===== src/rtl/qupls_io_sequencer.sv =====
`default_nettype none
// ============================================================================
// Module  : qupls_io_sequencer
// Purpose : Program-ordered queue for uncached I/O loads/stores; issues one op
//           at a time to the uncached port once it is the oldest in the ROB.
// Revision: 1.0 - initial release
// ============================================================================
module qupls_io_sequencer #(
    parameter int DEPTH = 4,
    parameter int TAGW  = 5,
    parameter int ADRW  = 32,
    parameter int DATW  = 64
) (
    input  logic                          clk,
    input  logic                          rst,
    input  logic                          enq_v,
    output logic                          enq_rdy,
    input  logic [TAGW-1:0]               enq_tag,
    input  logic                          enq_store,
    input  logic [ADRW-1:0]               enq_adr,
    input  logic [DATW-1:0]               enq_data,
    input  logic [DATW/8-1:0]             enq_sel,
    input  logic                          rob_head_v,
    input  logic [TAGW-1:0]               rob_head_tag,
    input  logic                          flush,
    output logic                          mem_req,
    output logic                          mem_we,
    output logic [ADRW-1:0]               mem_adr,
    output logic [DATW-1:0]               mem_wdata,
    output logic [DATW/8-1:0]             mem_sel,
    input  logic                          mem_ack,
    input  logic [DATW-1:0]               mem_rdata,
    output logic                          done_v,
    output logic [TAGW-1:0]               done_tag,
    output logic [DATW-1:0]               done_data,
    output logic [$clog2(DEPTH+1)-1:0]    count
);

    localparam int PW = $clog2(DEPTH);
    localparam int CW = $clog2(DEPTH+1);
    localparam int SW = DATW/8;

    typedef enum logic [1:0] {
        ST_IDLE = 2'd0,
        ST_WAIT = 2'd1,
        ST_BUSY = 2'd2
    } state_t;

    state_t          r_state;
    logic [PW-1:0]   r_rd_ptr;
    logic [PW-1:0]   r_wr_ptr;

    logic [TAGW-1:0] r_q_tag   [DEPTH];
    logic            r_q_store [DEPTH];
    logic [ADRW-1:0] r_q_adr   [DEPTH];
    logic [DATW-1:0] r_q_data  [DEPTH];
    logic [SW-1:0]   r_q_sel   [DEPTH];

    logic            w_push;
    logic            w_ack;
    logic            w_match;
    logic [CW-1:0]   w_next_cnt;

    assign enq_rdy    = (count < CW'(DEPTH));
    assign w_push     = enq_v & enq_rdy & ~flush;
    // An ack only counts against a live request; stray acks are dropped.
    assign w_ack      = mem_ack & mem_req & (r_state == ST_BUSY);
    assign w_match    = rob_head_v && (rob_head_tag == r_q_tag[r_rd_ptr]) && (count != '0);
    assign w_next_cnt = count + CW'(w_push) - CW'(w_ack);

    // Payload storage needs no reset: an entry is only read after being written.
    always_ff @(posedge clk) begin
        if (w_push) begin
            r_q_tag[r_wr_ptr]   <= enq_tag;
            r_q_store[r_wr_ptr] <= enq_store;
            r_q_adr[r_wr_ptr]   <= enq_adr;
            r_q_data[r_wr_ptr]  <= enq_data;
            r_q_sel[r_wr_ptr]   <= enq_sel;
        end
    end

    always_ff @(posedge clk) begin
        if (rst) begin
            r_state   <= ST_IDLE;
            r_rd_ptr  <= '0;
            r_wr_ptr  <= '0;
            count     <= '0;
            mem_req   <= 1'b0;
            mem_we    <= 1'b0;
            mem_adr   <= '0;
            mem_wdata <= '0;
            mem_sel   <= '0;
            done_v    <= 1'b0;
            done_tag  <= '0;
            done_data <= '0;
        end else begin
            done_v <= 1'b0;
            if (w_ack) begin
                done_v    <= 1'b1;
                done_tag  <= r_q_tag[r_rd_ptr];
                done_data <= r_q_store[r_rd_ptr] ? '0 : mem_rdata;
                mem_req   <= 1'b0;
                mem_we    <= 1'b0;
                r_rd_ptr  <= r_rd_ptr + PW'(1);
            end
            if (flush) begin
                // The in-flight op is non-speculative, so it survives a flush.
                if (r_state == ST_BUSY) begin
                    r_wr_ptr <= r_rd_ptr + PW'(1);
                    count    <= w_ack ? CW'(0) : CW'(1);
                    r_state  <= w_ack ? ST_IDLE : ST_BUSY;
                end else begin
                    r_wr_ptr <= r_rd_ptr;
                    count    <= '0;
                    r_state  <= ST_IDLE;
                end
            end else begin
                if (w_push)
                    r_wr_ptr <= r_wr_ptr + PW'(1);
                count <= w_next_cnt;
                case (r_state)
                    ST_IDLE: begin
                        if (w_push)
                            r_state <= ST_WAIT;
                    end
                    ST_WAIT: begin
                        if (w_match) begin
                            r_state   <= ST_BUSY;
                            mem_req   <= 1'b1;
                            mem_we    <= r_q_store[r_rd_ptr];
                            mem_adr   <= r_q_adr[r_rd_ptr];
                            mem_wdata <= r_q_data[r_rd_ptr];
                            mem_sel   <= r_q_sel[r_rd_ptr];
                        end
                    end
                    ST_BUSY: begin
                        if (w_ack)
                            r_state <= (w_next_cnt != '0) ? ST_WAIT : ST_IDLE;
                    end
                    default: r_state <= ST_IDLE;
                endcase
            end
        end
    end

endmodule
`default_nettype wire


===== config.mk =====
export PLATFORM = sky130hd
export DESIGN_NAME = qupls_io_sequencer
export DESIGN_NICKNAME = d
export VERILOG_FILES = /design/src/rtl/qupls_io_sequencer.sv
export SDC_FILE = /design/constraint.sdc
export NUM_CORES = 1
export LEC_CHECK = 0
export BUFFER_PORTS_ARGS = -buffer_cell sky130_fd_sc_hd__buf_2
export CAP_MARGIN = 0
export CORE_AREA = 3 3 234 190
export DETAILED_ROUTE_END_ITERATION = 10
export DIE_AREA = 0 0 237 193
export PLACE_DENSITY = 0.85
export SLEW_MARGIN = 20
export SYNTH_ARGS = -nofsm -noshare
export SYNTH_HDL_FRONTEND = slang
export SYNTH_SLANG_ARGS = --single-unit

===== constraint.sdc =====
create_clock -name clk -period 4.3 [get_ports clk]
set_input_delay 0.215 -clock clk [delete_from_list [all_inputs] [get_ports clk]]
set_output_delay 0.215 -clock clk [all_outputs]
set_load 0.005 [all_outputs]

* Word-level counts from Yosys, hierarchy flattened
Memory sizes are Yosys's and may differ from the RTL's. A register that Yosys moved wholly into a read port is not among the register bits. Index checks and enable logic that the tools add are counted.
Word-level totals: register bits after elaboration 81, memory bits (writable) 440, input bits 185, logic and storage cells 68, memories kept 5
Operators by class: add/subtract/negate cells 4, magnitude comparators 1, equality and inequality tests 6, mux-type cells 30, bitwise operators 5, reductions and logical operators 8
Memory list:
- r_q_data | depth 4, bits a word 64, read ports 1, clocked after Yosys merged registers in 1, wr ports 1, line 56 | logic [DATW-1:0] r_q_data [DEPTH];
- r_q_adr | depth 4, bits a word 32, read ports 1, clocked after Yosys merged registers in 1, wr ports 1, line 55 | logic [ADRW-1:0] r_q_adr [DEPTH];
- r_q_sel | depth 4, bits a word 8, read ports 1, clocked after Yosys merged registers in 1, wr ports 1, line 57 | logic [SW-1:0] r_q_sel [DEPTH];
- r_q_tag | depth 4, bits a word 5, read ports 1, clocked after Yosys merged registers in 1, wr ports 1, line 53 | logic [TAGW-1:0] r_q_tag [DEPTH];
- r_q_store | depth 4, bits a word 1, read ports 1, clocked after Yosys merged registers in 1, wr ports 1, line 54 | logic r_q_store [DEPTH];
Operators with widths (count):
- $mux W64 | 1
- $mux W2 | 13
- $mux W1 | 14
- $ne A3 B3 Y1 const B | 3
- $pmux W2 S3 | 1
- $reduce_and A3 Y1 | 2
- $reduce_bool A3 Y1 | 2
- $eq A5 B5 Y1 | 1
- $add A2 B1 Y2 const B | 2
- $and A1 B1 Y1 | 4
- $add A3 B1 Y3 | 1
- $lt A3 B3 Y1 const B | 1
- $mux W3 | 1
- $sub A3 B1 Y3 | 1
- $eq A2 B1 Y1 const B | 1
- $eq A2 B2 Y1 const B | 1
- $logic_and A1 B1 Y1 | 2
- $logic_not A2 Y1 | 1
- $reduce_bool A2 Y1 | 1
- $not A1 Y1 | 1

* Logic depth before layout (Yosys ltp)
depth in word-level cells 10, depth in mapped cells 12, mapped depth without buffers 11

* Worst setup path after synthesis
Ideal clock, no wire load.
path type register to register, from register count[2], to memory r_q_adr[0][0], enable pin, data arrival time 3.251 ns, path slack 0.568 ns, cell stages (with the launch flop) 4, path buffers 0, period minus slack after synthesis 3.732 ns, cells stage by stage dfxtp_1 > nand2b_1 > nor2_1 > and2_1
Between the ends: longest elaborated chain between the ends 5
Ends and longest elaborated chain:
- start, declared | line 36 | output logic [$clog2(DEPTH+1)-1:0] count
- start signal, assigned | line 110 | count <= w_ack ? CW'(0) : CW'(1);
- start signal, assigned | line 120 | count <= w_next_cnt;
- $lt A3 B3 Y1 | line 64 | assign enq_rdy = (count < CW'(DEPTH));
- $and A1 B1 Y1 (2 in a row) | line 65 | assign w_push = enq_v & enq_rdy & ~flush;
- $mux W1 | line 73 | if (w_push) begin
- $mux W1 (not written as such) | line 76 | r_q_adr[r_wr_ptr] <= enq_adr;
- end, declared | line 55
No other way between the ends.

==> metrics.md <==
| Metric | Value |
|---|---|
| Crit path kind | reg2reg |
| Synthesized area per cell | 16.5 um^2 |
| Number of I/O pins | 365 |
| Worst-Skew Late Latency | 0.60 ns |
| Min-Delay Path Class | in2reg |
| Area of the mapped netlist | 0.0237 mm^2 |
| Htree depth | 2 |
| Core ar. | 0.0420 mm^2 |
| Met2 Use GR | 42.6% |
| Syn nets | 1627 |
| Final setup violation count | 0 |
| Commonest cells in the netlist | 440 x edfxtp_1, 210 x nand2b_1, 187 x dfxtp_1 |
| Via density | 5.50 |
| RR Endpoint | mem_adr[16] |
| Met1 usage | 29.5% |
| PortBufs | 364 |
| YS warnings | 0 |
| Seq pwr share | 54.4% |
| P_int | 9680 uW |
| Final nets | 2150 |
| CTS tree | done |
| Worst slew slack as a fraction of its limit | 32.6% |
| Hold-critical path depth | 3 |
| VDD IR max | 0.351 mV |
| WL final | 55200 um |
| RSZ-0062 raised after global routing | no |
| Routed length per instance | 21.6 um |
| Router iterations before antenna repair | 5 |
| Leak | 0.0113 uW |
| Async set-reset flop share out of synthesis | 0% |
| Setup crit start kind | flip-flop |
| Multiplexer share of the synthesized area | 14.9% |
| Max-Cap Viols | 0 |
| Largest net degree at the start of global routing | 146 |
| Die ar. | 0.0457 mm^2 |
| DRC Markers | 0 |
| R2R cell count | 6 |
| Combinational family with the most area after synthesis | multiplexers |
| Area share of fa/ha/maj cells after synthesis | 0.402% |
| Pwr Density | 407 mW/mm^2 |
| Initial antenna violation count | 5 |
| Starting density of the core | 56.3% |
| CTS Buf Count | 57 |
| FMAX | 315 MHz |
| Post-synth cell types | 36 |
| Min cycle time layout | 3.17 ns |
| Req. time, crit path | 4.74 ns |
| Num rows | 67 |
| Simple-Gate Fraction of Synth Area | 8.88% |
| Post-route ant nets | 0 |
| Worst-Margin Slew | 1.01 ns |
| Post-synth top flop | edfxtp_1 |
| Seq cells post-synth | 627 |
| Synth Area in XOR/XNOR | 0.481% |
| Register area share after synthesis | 71.7% |
| Hold Buf Count CTS | 174 |
| Post-synth EDFFs | 440 |
| Top-count cell post-synth | edfxtp_1 |
| Die Wd | 237 um |
| Syn Inst Count | 1435 |
| Starting DRC count in detailed routing | 987 |
| Clock Skews | 0.0224 ns |
| Die Ht | 193 um |
| Sw Pwr | 2390 uW |
| Max FO, Critical Path | 69 |
| Leading area contributor after synthesis | edfxtp_1 |
| First-pass GRT wire length | 84900 um |
| Via count | 14100 |
| Detail Placement HPWL | 31100 um |
| Vias in the first global route | 15000 |
| Layout cell share with drive strength beyond 1 | 28.9% |
| Met3 GRT Util | 5.43% |
| HP Start | mem_rdata[40] |
| Layer with the highest usage | met2 |
| CTS Sinks | 627 |
| Hold Fails Final Rpt | 0 |
| Area grow syn2layout | 25.3% |
| Setup crit end kind | flip-flop |
| Max Slew Vio Count | 0 |
| Synth Area in Compound Gates | 1.84% |
| Root buf cell | clkbuf_16 |
| Hold path endpoint | done_data[40] |
| CTS resizes | 0 |
| Pwr Total | 12100 uW |
| Net switching fraction of the power | 19.8% |
| Clock-pin slew on the worst setup and hold paths | 0.06 ns |
| Final period utilization | 73.8% |
| Total gr overflow | 0 |
| Comb pwr share | 4.2% |
| Yosys top cell area share | 55.8% |
| Maximum clock path buffer count | 3 |
| TNS Setup | 0 ns |
| R2R Setup Slk | 1.13 ns |
| GRT Util Overall | 24.0% |
| Clock share of power | 41.4% |
| Synth area leaders | edfxtp_1 56%, dfxtp_1 16%, mux4_2 10%, nand2b_1 5.6%, mux2i_1 4.7% |
| Gp weighted congestion | 0.947 |
| Setup bufs post-CTS | 0 |
| Status | completed |
| WP data arrival | 3.61 ns |
==> sequential cells by signal, indices dropped and copies added (netlist names), named ones only <==
signal / cells
r_q_data: 256
r_q_adr: 128
done_data: 64
mem_wdata: 64
mem_adr: 32
r_q_sel: 32
r_q_tag: 20
mem_sel: 8
done_tag: 5
r_q_store: 4
count: 3
r_rd_ptr: 2
r_state: 2
r_wr_ptr: 2
done_v: 1
mem_req: 1
mem_we: 1
==> worst max-delay path, stage by stage (launching register included) <==
cell and delay (ns):
dfxtp_1 0.56, mux4_2 0.58, xnor2_1 0.19, nand4_1 0.12, or4_4 0.75, buf_12 0.34
mux2i_1 0.22
==> worst max path at each step <==
| stage | end | start | cells past startpoint | slack (ns) |
|---|---|---|---|---|
| floorplan | r_q_adr[0][0] | count[2] | 3 | 0.57 |
| global placement | mem_adr[7] | flip-flop | 6 | 1.23 |
| detailed placement | mem_wdata[59] | flip-flop | 6 | 1.22 |
| CTS | mem_wdata[1] | flip-flop | 6 | 1.22 |
| global route | mem_wdata[1] | flip-flop | 6 | 1.07 |
| finish | mem_adr[16] | flip-flop | 6 | 1.13 |
==> layout by cell type, fill, tap and decap left out, types with 58 or more instances in the layout <==
| cell type | synthesis | layout |
|---|---|---|
| dlygate4sd3_1 | 0 | 174 |
| a21oi_1 | 72 | 72 |
| dfxtp_1 | 187 | 185 |
| nand2_1 | 80 | 80 |
| nand3_1 | 68 | 67 |
| mux2i_1 | 110 | 110 |
| clkbuf_16 | 0 | 58 |
| nand2b_1 | 210 | 210 |
| edfxtp_1 | 440 | 440 |
| mux4_2 | 107 | 107 |
| buf_2 | 11 | 363 |
==> layer usage <==
layer	vias to the layer above	routed length [um]
li1	6403	-
met1	7080	21300
met2	507	28500
met3	108	3930
met4	4	1490
met5	-	25
==> cells by family (layout without fill, tap and decap cells) <==
family                   Yosys count  in the layout
multiplexers                     219            219
AO/OA/AOI/OAI                     82             82
AND/OR/NAND/NOR                  386            386
adder cells (fa/ha/maj)            7              7
XOR/XNOR                          13             13
flip-flops                       627            627
buffers and inverters            101            671
other                              0              5
==> power groups by stage <==
stage | clock [uW] | combinational, uW | sequential, uW
CTS | 5060 | 497 | 6570
global placement | 0 | 349 | 6690
finish | 4990 | 503 | 6570
detailed placement | 0 | 365 | 6700
global route | 5330 | 544 | 6570
floorplan | 0 | 179 | 6700
==> stage by stage <==
step	cells	cell area (um^2)	worst slack, ns	hold slack, ns	util (%)
2_1_floorplan	1435	23700	0.568	0.314	-
3_3_place_gp	2277	26100	1.23	0.424	62.1
3_5_place_dp	2277	26100	1.22	0.431	62.1
4_1_cts	2557	29600	1.22	0.00528	70.6
5_1_grt	2559	29700	1.07	0.00795	70.6
6_report	2562	29700	1.13	0.0350	70.6
==> layout make-up <==
type	instances	area, um^2
Antenna cell	5	12.5
Clock buffer	80	1580
Clock inverter	26	259
Fill cell	2557	12300
Inverter	9	33.8
Multi-Input combinational cell	707	6310
Sequential cell	627	17000
Tap cell	552	691
Timing Repair Buffer	556	3800
Note: power is estimated with default switching activity, not from simulation.
